**src/rtl/icb_apb_bridge_if.sv**
```systemverilog
// Bus bundle between an ICB master and an APB completer, with the bridge in the middle.
// The interface has two modports:
//   slave  : the bridge's view. It receives ICB commands and drives the APB request.
//   master : the surrounding environment's view. This is the ICB master together with
//            the APB peripheral segment, so every direction is the mirror of "slave".
// Signals:
//   s_icb_cmd_*  : ICB command channel (addr, read, wdata, wmask, valid / ready)
//   s_icb_rsp_*  : ICB response channel (rdata, err, valid / ready)
//   m_apb_*      : APB request (paddr, pprot, pselx, penable, pwrite, pwdata, pstrb)
//                  and APB completion (pready, prdata, pslverr)
interface icb_apb_bridge_if #(
   parameter int ADDR_WIDTH = 32,
   parameter int DATA_WIDTH = 32
);
   logic [ADDR_WIDTH-1:0]   s_icb_cmd_addr;
   logic                    s_icb_cmd_read;
   logic [DATA_WIDTH-1:0]   s_icb_cmd_wdata;
   logic [DATA_WIDTH/8-1:0] s_icb_cmd_wmask;
   logic                    s_icb_cmd_valid;
   logic                    s_icb_cmd_ready;
   logic [DATA_WIDTH-1:0]   s_icb_rsp_rdata;
   logic                    s_icb_rsp_err;
   logic                    s_icb_rsp_valid;
   logic                    s_icb_rsp_ready;
   logic [ADDR_WIDTH-1:0]   m_apb_paddr;
   logic [2:0]              m_apb_pprot;
   logic                    m_apb_pselx;
   logic                    m_apb_penable;
   logic                    m_apb_pwrite;
   logic [DATA_WIDTH-1:0]   m_apb_pwdata;
   logic [DATA_WIDTH/8-1:0] m_apb_pstrb;
   logic                    m_apb_pready;
   logic [DATA_WIDTH-1:0]   m_apb_prdata;
   logic                    m_apb_pslverr;

   modport slave (
      input  s_icb_cmd_addr, s_icb_cmd_read, s_icb_cmd_wdata, s_icb_cmd_wmask, s_icb_cmd_valid,
      output s_icb_cmd_ready,
      output s_icb_rsp_rdata, s_icb_rsp_err, s_icb_rsp_valid,
      input  s_icb_rsp_ready,
      output m_apb_paddr, m_apb_pprot, m_apb_pselx, m_apb_penable, m_apb_pwrite,
      output m_apb_pwdata, m_apb_pstrb,
      input  m_apb_pready, m_apb_prdata, m_apb_pslverr
   );

   modport master (
      output s_icb_cmd_addr, s_icb_cmd_read, s_icb_cmd_wdata, s_icb_cmd_wmask, s_icb_cmd_valid,
      input  s_icb_cmd_ready,
      input  s_icb_rsp_rdata, s_icb_rsp_err, s_icb_rsp_valid,
      output s_icb_rsp_ready,
      input  m_apb_paddr, m_apb_pprot, m_apb_pselx, m_apb_penable, m_apb_pwrite,
      input  m_apb_pwdata, m_apb_pstrb,
      output m_apb_pready, m_apb_prdata, m_apb_pslverr
   );
endinterface

```
**src/rtl/icb_apb_bridge.sv**
```systemverilog
// ICB-to-APB bridge. It takes one ICB command at a time, runs it as one APB transfer,
// and returns the APB completion as one ICB response. An optional PREADY timeout stops a
// dead peripheral from hanging the bus.
// Ports:
//   clk    : clock
//   rst_n  : asynchronous active-low reset
//   bus    : icb_apb_bridge_if.slave, which carries the ICB command/response and APB signals
// FSM states:
//   state  | meaning
//   IDLE   | cmd_ready=1; a valid command is latched onto the APB request registers
//   SETUP  | APB setup phase (pselx=1, penable=0), lasts exactly one cycle
//   ACCESS | APB access phase (pselx=1, penable=1); wait for pready or for the timeout
//   RESP   | rsp_valid=1; hold the response until rsp_ready
module icb_apb_bridge #(
   parameter int ADDR_WIDTH     = 32,
   parameter int DATA_WIDTH     = 32,
   parameter int TIMEOUT_CYCLES = 256
) (
   input  logic             clk,
   input  logic             rst_n,
   icb_apb_bridge_if.slave  bus
);
   localparam int CNT_WIDTH = $clog2(TIMEOUT_CYCLES) + 1;
   localparam logic [CNT_WIDTH-1:0] CNT_LAST =
      (TIMEOUT_CYCLES > 0) ? CNT_WIDTH'(TIMEOUT_CYCLES - 1) : '0;

   localparam logic [1:0] ST_IDLE   = 2'd0;
   localparam logic [1:0] ST_SETUP  = 2'd1;
   localparam logic [1:0] ST_ACCESS = 2'd2;
   localparam logic [1:0] ST_RESP   = 2'd3;

   logic [1:0]              state;
   logic [CNT_WIDTH-1:0]    wait_cnt;
   logic [ADDR_WIDTH-1:0]   paddr;
   logic                    pwrite;
   logic [DATA_WIDTH-1:0]   pwdata;
   logic [DATA_WIDTH/8-1:0] pstrb;
   logic [DATA_WIDTH-1:0]   rsp_rdata;
   logic                    rsp_err;
   logic                    timeout_hit;

   // A pready that arrives in the same cycle as the timeout takes priority over it.
   assign timeout_hit = (TIMEOUT_CYCLES > 0) && (wait_cnt == CNT_LAST) && !bus.m_apb_pready;

   always_ff @(posedge clk or negedge rst_n) begin
      if (!rst_n) begin
         state     <= ST_IDLE;
         wait_cnt  <= '0;
         paddr     <= '0;
         pwrite    <= 1'b0;
         pwdata    <= '0;
         pstrb     <= '0;
         rsp_rdata <= '0;
         rsp_err   <= 1'b0;
      end else begin
         case (state)
            ST_IDLE: begin
               if (bus.s_icb_cmd_valid) begin
                  paddr  <= bus.s_icb_cmd_addr;
                  pwrite <= !bus.s_icb_cmd_read;
                  pwdata <= bus.s_icb_cmd_wdata;
                  pstrb  <= bus.s_icb_cmd_read ? '0 : bus.s_icb_cmd_wmask;
                  state  <= ST_SETUP;
               end
            end
            ST_SETUP: begin
               wait_cnt <= '0;
               state    <= ST_ACCESS;
            end
            ST_ACCESS: begin
               // prdata and pslverr are read only here, so X on an idle bus never leaks in.
               if (bus.m_apb_pready) begin
                  rsp_rdata <= pwrite ? '0 : bus.m_apb_prdata;
                  rsp_err   <= bus.m_apb_pslverr;
                  state     <= ST_RESP;
               end else if (timeout_hit) begin
                  rsp_rdata <= '0;
                  rsp_err   <= 1'b1;
                  state     <= ST_RESP;
               end else if (wait_cnt != '1) begin
                  wait_cnt <= wait_cnt + CNT_WIDTH'(1);
               end
            end
            ST_RESP: begin
               if (bus.s_icb_rsp_ready) state <= ST_IDLE;
            end
            default: state <= ST_IDLE;
         endcase
      end
   end

   // Handshake and select outputs are decoded from the state register. Reset therefore
   // drops them at once, without waiting for a clock edge.
   assign bus.s_icb_cmd_ready = (state == ST_IDLE);
   assign bus.s_icb_rsp_valid = (state == ST_RESP);
   assign bus.s_icb_rsp_rdata = rsp_rdata;
   assign bus.s_icb_rsp_err   = rsp_err;
   assign bus.m_apb_pselx     = (state == ST_SETUP) || (state == ST_ACCESS);
   assign bus.m_apb_penable   = (state == ST_ACCESS);
   assign bus.m_apb_paddr     = paddr;
   assign bus.m_apb_pwrite    = pwrite;
   assign bus.m_apb_pwdata    = pwdata;
   assign bus.m_apb_pstrb     = pstrb;
   assign bus.m_apb_pprot     = 3'b000;
endmodule
```
**src/flat_wrapper.sv**
```systemverilog
// flat-port wrapper written by rule: the top's interface ports become plain ports
module icb_apb_bridge_flat 
#(
   parameter int ADDR_WIDTH     = 32,
   parameter int DATA_WIDTH     = 32,
   parameter int TIMEOUT_CYCLES = 256
)
  (clk, rst_n, bus_s_icb_cmd_addr, bus_s_icb_cmd_read, bus_s_icb_cmd_wdata, bus_s_icb_cmd_wmask, bus_s_icb_cmd_valid, bus_s_icb_cmd_ready, bus_s_icb_rsp_rdata, bus_s_icb_rsp_err, bus_s_icb_rsp_valid, bus_s_icb_rsp_ready, bus_m_apb_paddr, bus_m_apb_pprot, bus_m_apb_pselx, bus_m_apb_penable, bus_m_apb_pwrite, bus_m_apb_pwdata, bus_m_apb_pstrb, bus_m_apb_pready, bus_m_apb_prdata, bus_m_apb_pslverr);
  icb_apb_bridge_if #(.ADDR_WIDTH(ADDR_WIDTH), .DATA_WIDTH(DATA_WIDTH)) bus_i ();
  input  logic clk;
  input  logic rst_n;
  input wire logic [$bits(bus_i.s_icb_cmd_addr)-1:0] bus_s_icb_cmd_addr;
  input wire logic [$bits(bus_i.s_icb_cmd_read)-1:0] bus_s_icb_cmd_read;
  input wire logic [$bits(bus_i.s_icb_cmd_wdata)-1:0] bus_s_icb_cmd_wdata;
  input wire logic [$bits(bus_i.s_icb_cmd_wmask)-1:0] bus_s_icb_cmd_wmask;
  input wire logic [$bits(bus_i.s_icb_cmd_valid)-1:0] bus_s_icb_cmd_valid;
  output wire logic [$bits(bus_i.s_icb_cmd_ready)-1:0] bus_s_icb_cmd_ready;
  output wire logic [$bits(bus_i.s_icb_rsp_rdata)-1:0] bus_s_icb_rsp_rdata;
  output wire logic [$bits(bus_i.s_icb_rsp_err)-1:0] bus_s_icb_rsp_err;
  output wire logic [$bits(bus_i.s_icb_rsp_valid)-1:0] bus_s_icb_rsp_valid;
  input wire logic [$bits(bus_i.s_icb_rsp_ready)-1:0] bus_s_icb_rsp_ready;
  output wire logic [$bits(bus_i.m_apb_paddr)-1:0] bus_m_apb_paddr;
  output wire logic [$bits(bus_i.m_apb_pprot)-1:0] bus_m_apb_pprot;
  output wire logic [$bits(bus_i.m_apb_pselx)-1:0] bus_m_apb_pselx;
  output wire logic [$bits(bus_i.m_apb_penable)-1:0] bus_m_apb_penable;
  output wire logic [$bits(bus_i.m_apb_pwrite)-1:0] bus_m_apb_pwrite;
  output wire logic [$bits(bus_i.m_apb_pwdata)-1:0] bus_m_apb_pwdata;
  output wire logic [$bits(bus_i.m_apb_pstrb)-1:0] bus_m_apb_pstrb;
  input wire logic [$bits(bus_i.m_apb_pready)-1:0] bus_m_apb_pready;
  input wire logic [$bits(bus_i.m_apb_prdata)-1:0] bus_m_apb_prdata;
  input wire logic [$bits(bus_i.m_apb_pslverr)-1:0] bus_m_apb_pslverr;
  assign bus_i.s_icb_cmd_addr = bus_s_icb_cmd_addr;
  assign bus_i.s_icb_cmd_read = bus_s_icb_cmd_read;
  assign bus_i.s_icb_cmd_wdata = bus_s_icb_cmd_wdata;
  assign bus_i.s_icb_cmd_wmask = bus_s_icb_cmd_wmask;
  assign bus_i.s_icb_cmd_valid = bus_s_icb_cmd_valid;
  assign bus_s_icb_cmd_ready = bus_i.s_icb_cmd_ready;
  assign bus_s_icb_rsp_rdata = bus_i.s_icb_rsp_rdata;
  assign bus_s_icb_rsp_err = bus_i.s_icb_rsp_err;
  assign bus_s_icb_rsp_valid = bus_i.s_icb_rsp_valid;
  assign bus_i.s_icb_rsp_ready = bus_s_icb_rsp_ready;
  assign bus_m_apb_paddr = bus_i.m_apb_paddr;
  assign bus_m_apb_pprot = bus_i.m_apb_pprot;
  assign bus_m_apb_pselx = bus_i.m_apb_pselx;
  assign bus_m_apb_penable = bus_i.m_apb_penable;
  assign bus_m_apb_pwrite = bus_i.m_apb_pwrite;
  assign bus_m_apb_pwdata = bus_i.m_apb_pwdata;
  assign bus_m_apb_pstrb = bus_i.m_apb_pstrb;
  assign bus_i.m_apb_pready = bus_m_apb_pready;
  assign bus_i.m_apb_prdata = bus_m_apb_prdata;
  assign bus_i.m_apb_pslverr = bus_m_apb_pslverr;
  icb_apb_bridge #(.ADDR_WIDTH(ADDR_WIDTH), .DATA_WIDTH(DATA_WIDTH), .TIMEOUT_CYCLES(TIMEOUT_CYCLES)) u_core (.clk(clk), .rst_n(rst_n), .bus(bus_i));
endmodule
```
**config.mk**
```make
export PLATFORM = sky130hd
export DESIGN_NAME = icb_apb_bridge_flat
export DESIGN_NICKNAME = d
export VERILOG_FILES = /design/src/rtl/icb_apb_bridge_if.sv /design/src/rtl/icb_apb_bridge.sv /design/src/flat_wrapper.sv
export SDC_FILE = /design/constraint.sdc
export NUM_CORES = 1
export LEC_CHECK = 0
export CAP_MARGIN = 0
export CORE_ASPECT_RATIO = 0.5
export CORE_MARGIN = 1
export CORE_UTILIZATION = 44
export DETAILED_ROUTE_END_ITERATION = 7
export PLACE_DENSITY = 0.85
export SYNTH_ARGS = -nofsm -noshare
export SYNTH_HDL_FRONTEND = slang
export SYNTH_SLANG_ARGS = --single-unit
```
**constraint.sdc**
```tcl
create_clock -name clk -period 4.8 [get_ports clk]
set_input_delay 0.48 -clock clk [delete_from_list [all_inputs] [get_ports clk]]
set_output_delay 0.48 -clock clk [all_outputs]
set_load 0.05 [all_outputs]
```
* Word level (Yosys, flattened, before mapping)
Cells that the tools add are included.
W data, S select, Z words.
** Operators by class
- Add/subtract/negate cells :: 1
- Equality and inequality tests :: 11
- Mux-type cells :: 15
- Reduce and logical (&&, ||, !) cells :: 11
** Operator list (count)
- $mux W32 :: 3
- $mux W9 :: 3
- $pmux W9 S2 :: 1
- $add A9 B1 Y9 const B :: 1
- $eq A9 B8 Y1 const B :: 1
- $ne A9 B9 Y1 const B :: 1
- $mux W2 :: 4
- $pmux W2 S4 :: 1
- $ne A2 B2 Y1 const B :: 3
- $eq A2 B2 Y1 const B :: 2
- $mux W4 :: 1
- $ne A2 B1 Y1 const B :: 2
- $reduce_and A2 Y1 :: 2
- $reduce_and A4 Y1 :: 1
- $reduce_bool A2 Y1 :: 2
- $ne A3 B1 Y1 const B :: 1
- $reduce_and A3 Y1 :: 1
- $eq A2 B1 Y1 const B :: 1
- $logic_not A1 Y1 :: 2
- $logic_not A2 Y1 :: 1
- $mux W1 :: 2
- $logic_and A1 B1 Y1 :: 1
- $logic_or A1 B1 Y1 :: 1
** Word-level totals
- Register bits after elaboration :: 113
- Input bits :: 107
- Output and inout port bits :: 109
- Word-level logic and storage cells :: 46

* Logic depth before layout (Yosys ltp)
Gate-level depths: netlist (run 1).
- Depth after elaboration :: 5
- Depth in mapped cells :: 9
- Gate-level depth less buffers :: 7

* Worst setup path after synthesis (run 1)
OpenSTA, ideal clock, no wires.
- Path kind :: reg2reg
- Start :: register u_core.state[0]
- End :: register u_core.wait_cnt[5]
- Library setup time :: 0.078 ns
- Arrival :: 2.249 ns
- Required time :: 4.722 ns
- Setup slack :: 2.472 ns
- Cell stages (with the launch flop) :: 7
- Buffers on the path :: 1
- Clock period less this slack :: 2.328 ns
- Cells stage by stage :: dfrtp_1 > inv_1 > ha_1 > or4b_1 > buf_2 > or4_1 > a21oi_1
** On the way
- Longest elaborated chain between the ends :: 3
- Elaborated cells between the ends (all ways) :: 8
- Those cells by class :: eq/ne (5); mux (1); reduce/logical (2)
** RTL lines
- start, declared :: line icb_apb_bridge.sv:32 : logic [1:0] state;
- start signal, assigned :: line icb_apb_bridge.sv:47 : state <= ST_IDLE;
- start signal, assigned :: line icb_apb_bridge.sv:63 : state <= ST_SETUP;
- start signal, assigned :: line icb_apb_bridge.sv:68 : state <= ST_ACCESS;
- $eq A2 B2 Y1 *
- net bus_m_apb_penable :: line flat_wrapper.sv:25 : output wire logic [$bits(bus_i.m_apb_penable)-1:0] bus_m_apb_penable;
- $ne A2 B2 Y1 (no line) (tied with other cells)
- $reduce_and A4 Y1 (no line)
- end signal, assigned :: line icb_apb_bridge.sv:81 : wait_cnt <= wait_cnt + CNT_WIDTH'(1);
- end, declared :: line icb_apb_bridge.sv:33 : logic [CNT_WIDTH-1:0] wait_cnt;
The timed path passes the listed nets; every way through them passes the cells marked *.
A chain may end at the register's enable or synchronous reset.

* Worst setup path after layout (run 1)
- Start :: register u_core.state[0]
- End :: output bus_m_apb_penable
** On the way
- Longest elaborated chain between the ends :: 1
** RTL lines
- $eq A2 B2 Y1 :: line icb_apb_bridge.sv:99 : assign bus.m_apb_penable = (state == ST_ACCESS);
- end, declared :: line flat_wrapper.sv:25
Every way passes these cells.

==> impl_summary.md, run 1 <==
Status
The run finished with clean final reports.

Placed design
The HPWL reported at the end of detailed placement is 8498 um. The number of port buffers is between 200 and 250. The global placement routability congestion is 0.8238.

Run
The total of max-cap violations is 0.

Global routing
The number of global-route vias before repair is 3,750. The initial antenna violation count was 0. For this run the aggregate overflow at the end of global routing stands at 0. The overall fraction of global-route tracks in use is 23.42%. Entering global routing, the biggest net connects 76 pins.

The first-pass GRT wire length is 18,890 um.

Power and ir drop
The maximum vdd drop is 0.4726 mV. Summed over all cells, the static leakage comes to around 3.2 nW. The final total power is about 6.2 mW. The total power density per cell area is approximately 840 nW/um2.

CTS
Clock tree synthesis selected as its root buffer the cell sky130_fd_sc_hd__clkbuf_16. The clock sink total is 113. The level count of the clock H-tree is 4. The CTS buffer count is 17. Hold repair after CTS inserted 0 buffers. The later pin in the worst-skew pair is clocked with a latency of 0.41 ns. The clock tree from TritonCTS is yes. The clock tree buffer depth is 2.

Post-CTS timing repair inserted 0 buffers for setup. The count of cells resized by post-cts repair is 0. The clock-pin slew on the worst setup and hold paths is roughly 0.050 ns.

Finish
Compared with the post-synthesis result, the final layout area differs by 63.12%. At the end of the flow, the number of nets in the layout was ~700. The filler cells instantiated in the layout total 628.

In the final layout, the multi-input gates occupy 1592 um2. The post-route netlist has between 10% and 20% of its cells at a drive strength greater than 1. The repair_antennas step left the layout with diodes totalling 0.

The sequential cell area is around 2800 um2.

STA
The total setup violations reported at the end of the flow is 0. Summed over all failing endpoints, the final setup total negative slack is 0 ns. The worst-case headroom to the max-slew limit is 37.13%.

The number of hold violations in the final report is 0. Of the available clock period, the critical path in the final layout requires a little under three fifths. The number of max-slew violations in the final report is 0.

Setup repair after global routing left no endpoint under its margin. Across the routed clock network, the largest skew measured is 0.01116 ns. The measured slew at the worst slew-check pin is about 0.94 ns.

The maximum clock frequency is 0.3756 GHz. The shortest period the worst path allows is 2.662 ns.

Route
The number of routed nets with antenna violations is 0. Summed over all layers, the routed wires come to around 12,000 um. Detailed routing inserted a total of 3,541 vias. For this run, the detailed router's first-pass iteration total came to 4. The average via count per standard cell is 4.818. In the final routed layout, each cell accounts on average for 16.45 um.

After the first detailed-routing iteration, the DRC count stood at 131. After detailed routing, the number of remaining DRC violations is 0.

Setup path
The source of the worst register-to-register timing path is u_core.wait_cnt[0]$_DFFE_PN0P_. The reg-to-reg setup timing slack is 2.22 ns. The data arrival time of the critical path is 2.18 ns. The highest net fanout along the worst path is 8. The sort of element at the end of the critical path is an output pin. The worst register-to-register path ends at u_core.wait_cnt[5]$_DFFE_PN0P_. The worst path required time is 4.32 ns.

The count of cells along the worst register-to-register path is 7. The worst setup path is launched from a flop. In this run the worst setup path begins at u_core.state[0]$_DFFE_PN0P_. The capture point of the worst path is bus_m_apb_penable. The category of the critical setup timing path is reg -> out.

Floorplan
The number of I/O pins is roughly 220. For this configuration, the core starts out at a cell density of a little under half. The floorplan step defined a core boundary enclosing 9728 um2. In this run the horizontal extent of the chip is 145.6 um.

From bottom edge to top edge, the die measures 73.79 um. The number of rows created at floorplan is 25. The die covers between 10,000 and 15,000 um2.

Synth
The synthesis-stage register bit count is 113. The cell area after synthesis is 4536 um2. The average cell area after synthesis is roughly 12 um2. Synthesis produced a netlist whose cell count is 375. The yosys synthesis warning count is 0. The distinct cell type count of the synthesized netlist is 29.

Summing the sequential cell areas from Yosys gives 62.34% of the chip area.

Hold path
The worst hold path belongs to the class in -> async.
==> state kept, by name (all words and copies together), names as in the netlist <==
signal,flops
u_core.state,2
u_core.bus.m_apb_pwdata,32
u_core.bus.m_apb_pwrite,1
u_core.wait_cnt,9
u_core.bus.s_icb_rsp_err,1
u_core.bus.m_apb_pstrb,4
u_core.bus.s_icb_rsp_rdata,32
u_core.bus.m_apb_paddr,32
==> report_power, final <==
group          switching, mW  internal, mW  total [mW]
logic                   2.15          1.16        3.32
registers              0.231          1.39        1.62
clock network          0.428         0.880        1.31
==> metal layers <==
layer,global-route usage (%),vias up,wire length (um)
met5,0,-,0
met1,26.09,1721,4842
met3,5.528,26,499
met4,11.35,0,306
li1,-,1701,-
met2,43.54,93,6439
==> logic make-up after synthesis <==
logic type,share of synthesized area (%)
flip-flops,62.34
multiplexers,16.36
AO/OA/AOI/OAI,6.676
AND/OR/NAND/NOR,9.242
buffers and inverters,3.090
adder cells (fa/ha/maj),2.207
other,0.08268
==> worst min path at each step <==
stage | start | slack [ns] | to | cells past startpoint
after floorplan | rst_n | 0.18 | u_core.bus.m_apb_paddr[0]$_DFFE_PN0P_ | 0
after global placement | u_core.bus.s_icb_rsp_rdata[17]$_DFFE_PN0P_ | 0.46 | u_core.bus.s_icb_rsp_rdata[17]$_DFFE_PN0P_ | 2
after detailed placement | u_core.bus.s_icb_rsp_rdata[11]$_DFFE_PN0P_ | 0.47 | u_core.bus.s_icb_rsp_rdata[11]$_DFFE_PN0P_ | 2
after CTS | rst_n | 0.26 | u_core.bus.m_apb_pwdata[18]$_DFFE_PN0P_ | 1
after global routing | rst_n | 0.32 | u_core.bus.m_apb_pwdata[24]$_DFFE_PN0P_ | 1
final | rst_n | 0.22 | u_core.bus.m_apb_pwdata[18]$_DFFE_PN0P_ | 1
==> synth_stat cells <==
cell type	instances	share of area, %
sky130_fd_sc_hd__dfrtp_1	113	62
sky130_fd_sc_hd__or4_1	1	0.17
sky130_fd_sc_hd__nor4_1	1	0.14
sky130_fd_sc_hd__nor2b_1	2	0.28
sky130_fd_sc_hd__a21oi_1	4	0.44
sky130_fd_sc_hd__nand4_1	2	0.28
sky130_fd_sc_hd__nand3_1	6	0.66
sky130_fd_sc_hd__buf_2	1	0.11
sky130_fd_sc_hd__a2bb2oi_1	1	0.19
sky130_fd_sc_hd__o311ai_0	2	0.39
sky130_fd_sc_hd__or3_1	2	0.28
sky130_fd_sc_hd__o21ai_1	1	0.11
sky130_fd_sc_hd__nand2b_1	5	0.69
sky130_fd_sc_hd__a22oi_1	1	0.17
sky130_fd_sc_hd__a221oi_1	1	0.19
sky130_fd_sc_hd__o21ai_0	42	4.6
sky130_fd_sc_hd__conb_1	1	0.083
sky130_fd_sc_hd__buf_4	3	0.50
sky130_fd_sc_hd__mux2i_1	1	0.22
sky130_fd_sc_hd__nor3b_1	1	0.17
sky130_fd_sc_hd__or4b_1	1	0.22
sky130_fd_sc_hd__nand2_1	74	6.1
sky130_fd_sc_hd__mux2_2	65	16
sky130_fd_sc_hd__ha_1	8	2.2
sky130_fd_sc_hd__clkbuf_1	20	1.7
sky130_fd_sc_hd__o31ai_1	1	0.17
sky130_fd_sc_hd__inv_1	10	0.83
sky130_fd_sc_hd__o41ai_1	2	0.39
sky130_fd_sc_hd__nor2_1	3	0.25
==> stage by stage <==
stage,hold slack [ns],instance area [um2],utilization [%],setup slack (ns),instances
6_report,0.2172,7398,76.05,2.138,735
5_1_grt,0.3230,7398,76.05,2.064,735
4_1_cts,0.2568,7398,76.05,2.150,735
3_5_place_dp,0.4699,6775,69.65,2.217,704
3_3_place_gp,0.4622,6775,69.65,2.245,704
2_1_floorplan,0.1844,4543,-,2.472,377
==> worst max-delay path: stages (launching register included) <==
cell and delay (ns):
sky130_fd_sc_hd__dfrtp_1 0.42, sky130_fd_sc_hd__inv_1 0.12, sky130_fd_sc_hd__ha_1 0.36, sky130_fd_sc_hd__clkdlybuf4s50_1 0.87
==> final cells by class <==
| type | count | share of cell area (%) |
|---|---|---|
| multi-input cells | 230 | 21.51 |
| well taps | 135 | 2.283 |
| repair buffers | 216 | 29.05 |
| clock buffers | 22 | 6.680 |
| flip-flops and latches | 113 | 38.22 |
| clock inverters | 9 | 1.742 |
| inverters | 10 | 0.5074 |
==> layout by cell type, fill, tap and decap left out, types with 2 or more instances in the layout <==
cell	n
sky130_fd_sc_hd__a21oi_1	4
sky130_fd_sc_hd__buf_4	5
sky130_fd_sc_hd__bufinv_16	3
sky130_fd_sc_hd__clkbuf_16	17
sky130_fd_sc_hd__clkbuf_8	5
sky130_fd_sc_hd__clkdlybuf4s50_1	211
sky130_fd_sc_hd__clkinv_2	3
sky130_fd_sc_hd__clkinvlp_4	2
sky130_fd_sc_hd__conb_1	3
sky130_fd_sc_hd__dfrtp_1	113
sky130_fd_sc_hd__ha_1	8
sky130_fd_sc_hd__inv_1	10
sky130_fd_sc_hd__mux2_2	65
sky130_fd_sc_hd__nand2_1	73
sky130_fd_sc_hd__nand2b_1	5
sky130_fd_sc_hd__nand3_1	6
sky130_fd_sc_hd__nand4_1	2
sky130_fd_sc_hd__nor2_1	3
sky130_fd_sc_hd__o21ai_0	42
sky130_fd_sc_hd__o311ai_0	2
sky130_fd_sc_hd__o41ai_1	2
sky130_fd_sc_hd__or3_1	2
Power figures use the tool's default switching activity.
==> run 2, diff against run 1 <==
--- a/config.mk
+++ b/config.mk
@@ -8,9 +8,9 @@
 export CAP_MARGIN = 0
 export CORE_ASPECT_RATIO = 0.5
 export CORE_MARGIN = 1
-export CORE_UTILIZATION = 44
+export CORE_UTILIZATION = 41
 export DETAILED_ROUTE_END_ITERATION = 7
-export PLACE_DENSITY = 0.85
+export PLACE_DENSITY = 0.8
 export SYNTH_ARGS = -nofsm -noshare
 export SYNTH_HDL_FRONTEND = slang
 export SYNTH_SLANG_ARGS = --single-unit
==> constraint.sdc (replaced) <==
create_clock -name clk -period 2.7 [get_ports clk]
set_input_delay 0.27 -clock clk [delete_from_list [all_inputs] [get_ports clk]]
set_output_delay 0.27 -clock clk [all_outputs]
set_load 0.05 [all_outputs]
==> run 2 against run 1 <==
  * Final area is 0.59% higher
  * Clock skew down 0.0032 ns
  * Sequential power rose by 77%
  * Global-route usage down 1.7 points
  * Clock power is 73% higher
  * Critical endpoint is now u_core.wait_cnt[7]$_DFFE_PN0P_
  * Largest power group unchanged
==> impl_summary.md, run 2 (same netlist as run 1, synthesis figures left out) <==
Route
The iteration count of the initial detailed-routing pass is 4 (unchanged). The final wirelength is 11,780 um (was 12,090 um). The via total after detailed routing was 3,544 (was 3,541). The average via count per standard cell is 4.763 (was 4.818). The wire length per cell is 15.83 um (was 16.45 um). The DRC violations left is 0 (unchanged). The iteration-0 DRC count of the detailed router is 131 (unchanged). The number of routed nets with antenna violations is 0 (unchanged).

Finish
The number of nets in the layout is 706 (was 703). The number of fill cells came to 732 (was 628). The share of cells above drive strength 1 came to 17.22% (was 17.33%). The share of the core filled with cells in the final layout is 71.05% (was 76.05%). The area growth from synthesis to final layout is 64.08% (was 63.12%). Leading cell types in the layout, fill and taps excluded: sky130_fd_sc_hd__clkdlybuf4s50_1 (211), sky130_fd_sc_hd__dfrtp_1 (113), sky130_fd_sc_hd__nand2_1 (73) (unchanged). The most common cell after layout, fill and taps aside is sky130_fd_sc_hd__clkdlybuf4s50_1 (unchanged).

The antenna cell count is 0 (unchanged).

CTS
The clock tree buffer depth is 2 (unchanged). The CTS buffer count was 17 (unchanged). The clock-pin slew on the worst setup and hold paths is 0.06 ns (was 0.05 ns).

The clock tree from TritonCTS is yes (unchanged). The buffer type at the clock tree root is sky130_fd_sc_hd__clkbuf_16 (unchanged). The clock sink total is 113 (unchanged). The level count of the clock H-tree is 4 (unchanged).

The insertion delay of the later-clocked pin in the worst-skew pair was 0.40 ns (was 0.41 ns).

Global routing
The overall fraction of global-route tracks in use is 21.68% (was 23.42%). The first-pass GRT wire length is 18,880 um (was 18,890 um). The remaining global-route overflow is 0 (unchanged). The layer carrying the most global-route usage is met2 (unchanged). The fraction of met3 tracks used by global routing is 5.988% (was 5.528%). The initial antenna violation count is 0 (unchanged). The number of global-route vias before repair is 3,669 (was 3,750). The global-route met2 utilization is 37.75% (was 43.54%). The met1 layer usage reported by global route is 24.46% (was 26.09%). The pin count of the biggest net entering global routing came to 75 (was 76).

Placed design
The HPWL reported at the end of detailed placement is 8282 um (was 8498 um). The minimum setup slack after placement is 0.2766 ns (was 2.217 ns). The number of port buffers came to 212 (unchanged). The global placement routability congestion is 0.7931 (was 0.8238).

Setup path
The slowest stage cell on the critical path is sky130_fd_sc_hd__or4b_1 (was sky130_fd_sc_hd__clkdlybuf4s50_1). The number of buffers and inverters on the critical path is 1 (was 2). The worst path required time is 3.03 ns (was 4.32 ns). The type of element launching the critical path was a flop (unchanged). The highest net fanout along the worst path came to 16 (was 8). The sort of element at the end of the critical path is a flop (was output pin). The most numerous cell type found on the critical path is sky130_fd_sc_hd__ha_1. The category of the critical setup timing path is reg -> reg (was reg -> out).

The highest cell delay on the worst timing path is 0.50 ns (was 0.87 ns). Cell breakdown of the critical path: ha_1, nand4_1, nor2_1, ha_1, or4b_1, buf_4, nor4_1, mux2i_1 (was inv_1, ha_1, clkdlybuf4s50_1). The data arrival time of the critical path is 2.76 ns (was 2.18 ns). The critical path's top delay family is simple AND/OR/NAND/NOR gates (was buffers and inverters).

STA
For the finished layout, the period the worst path requires is roughly 2.4 ns. Timing would allow up to 0.4112 GHz. The final worst clock skew is 0.008003 ns (was 0.01116 ns). The number of max-slew violations in the final report is 0 (unchanged). The measured slew at the worst slew-check pin is 0.5385 ns (was 0.9431 ns). Setup repair after global routing missed its margin: no (unchanged).

The number of hold violations in the final report came to 0 (unchanged). The smallest setup slack after layout is 0.2683 ns (was 2.138 ns). The final total negative setup slack is 0 ns (unchanged). The worst-case headroom to the max-slew limit was 63.99% (was 37.13%).

The total setup violations reported at the end of the flow was 0 (unchanged). The final critical path takes up 90.06% of the cycle.

Floorplan
The die footprint is 11,510 um2 (was 10,740 um2). The number of I/O pins is 216 (unchanged). The number of rows created at floorplan is 26 (was 25). The floorplan die height is 76.37 um (was 73.79 um). The effective utilization at floorplan came to 43.30% (was 46.62%). The core outline area is 10,480 um2 (was 9728 um2). The die extent in x is 150.7 um (was 145.6 um).

Status
Result of the run: complete, no violations (unchanged).

Power and ir drop
The leakage component of the power is 3.178 nW (was 3.162 nW). The maximum vdd drop is 0.7213 mV (was 0.4726 mV). The total power density per cell area is 1483 nW/um2 (was 843.7 nW/um2).

Run
The total of max-cap violations is 0 (unchanged).

Hold path
The worst hold path class is in -> async (unchanged).
## run 2: metal layers
| metal | vias to the layer above | part of all wire, % |
|---|---|---|
| li1 | 1706 | - |
| met1 | 1708 | 40 |
| met2 | 101 | 52 |
| met3 | 29 | 4.8 |
| met4 | 0 | 3.2 |
| met5 | - | 0 |
## run 2: worst paths after layout
check                                                                start                                          to  slack, ns  cells after the start
min in group clk                                      bus_m_apb_prdata[31]  u_core.bus.s_icb_rsp_rdata[31]$_DFFE_PN0P_       0.41                      3
worst max-delay path                        u_core.wait_cnt[0]$_DFFE_PN0P_              u_core.wait_cnt[7]$_DFFE_PN0P_       0.27                      8
worst min-delay path                                                 rst_n  u_core.bus.s_icb_rsp_rdata[31]$_DFFE_PN0P_       0.35                      2
max in group asynchronous                                            rst_n  u_core.bus.s_icb_rsp_rdata[11]$_DFFE_PN0P_       1.68                      3
worst max register to register              u_core.wait_cnt[0]$_DFFE_PN0P_              u_core.wait_cnt[7]$_DFFE_PN0P_       0.27                      8
worst min register to register  u_core.bus.s_icb_rsp_rdata[22]$_DFFE_PN0P_  u_core.bus.s_icb_rsp_rdata[22]$_DFFE_PN0P_       0.47                      2
## run 2: repair_timing
item / in CTS / in global routing
setup buffers: 0 / 0
hold buffers: 1 / 0
resized for setup: 0 / 0
endpoints found under the hold margin: 31 / 0
## run 2: where the power goes
part / leakage, nW / internal (mW) / switching, mW
clock network: 0.290 / 1.49 / 0.771
registers: 1.41 / 2.46 / 0.395
logic: 1.48 / 2.10 / 3.81
## run 2: metrics by stage
stage	total power, mW	cell area [um2]	cells	hold WS (ns)
2_1_floorplan	6.718	4543	377	-0.02559
3_3_place_gp	8.699	6834	711	0.2489
3_5_place_dp	8.816	6834	711	0.2502
4_1_cts	11.12	7442	744	0.3551
5_1_grt	11.53	7442	744	0.3814
6_report	11.03	7442	744	0.3471
## run 2: cell type report
class	instances	area, um2	share of cell area, %
tap	140	175.2	2.354
multi-input combinational	230	1592	21.39
clock inverter	10	133.9	1.799
clock buffer	22	464.2	6.237
inverter	10	37.54	0.5044
timing repair buffer	219	2212	29.72
sequential	113	2828	38.00
## run 2: worst reg2reg max path, delay by kind of cell (launching register included)
family | cells | cell delay (ns)
and+or+nand+nor | 4 | 1.03
adders and majority gates | 2 | 0.47
DFF | 1 | 0.44
muxes | 1 | 0.22
buffers and inverters | 1 | 0.20
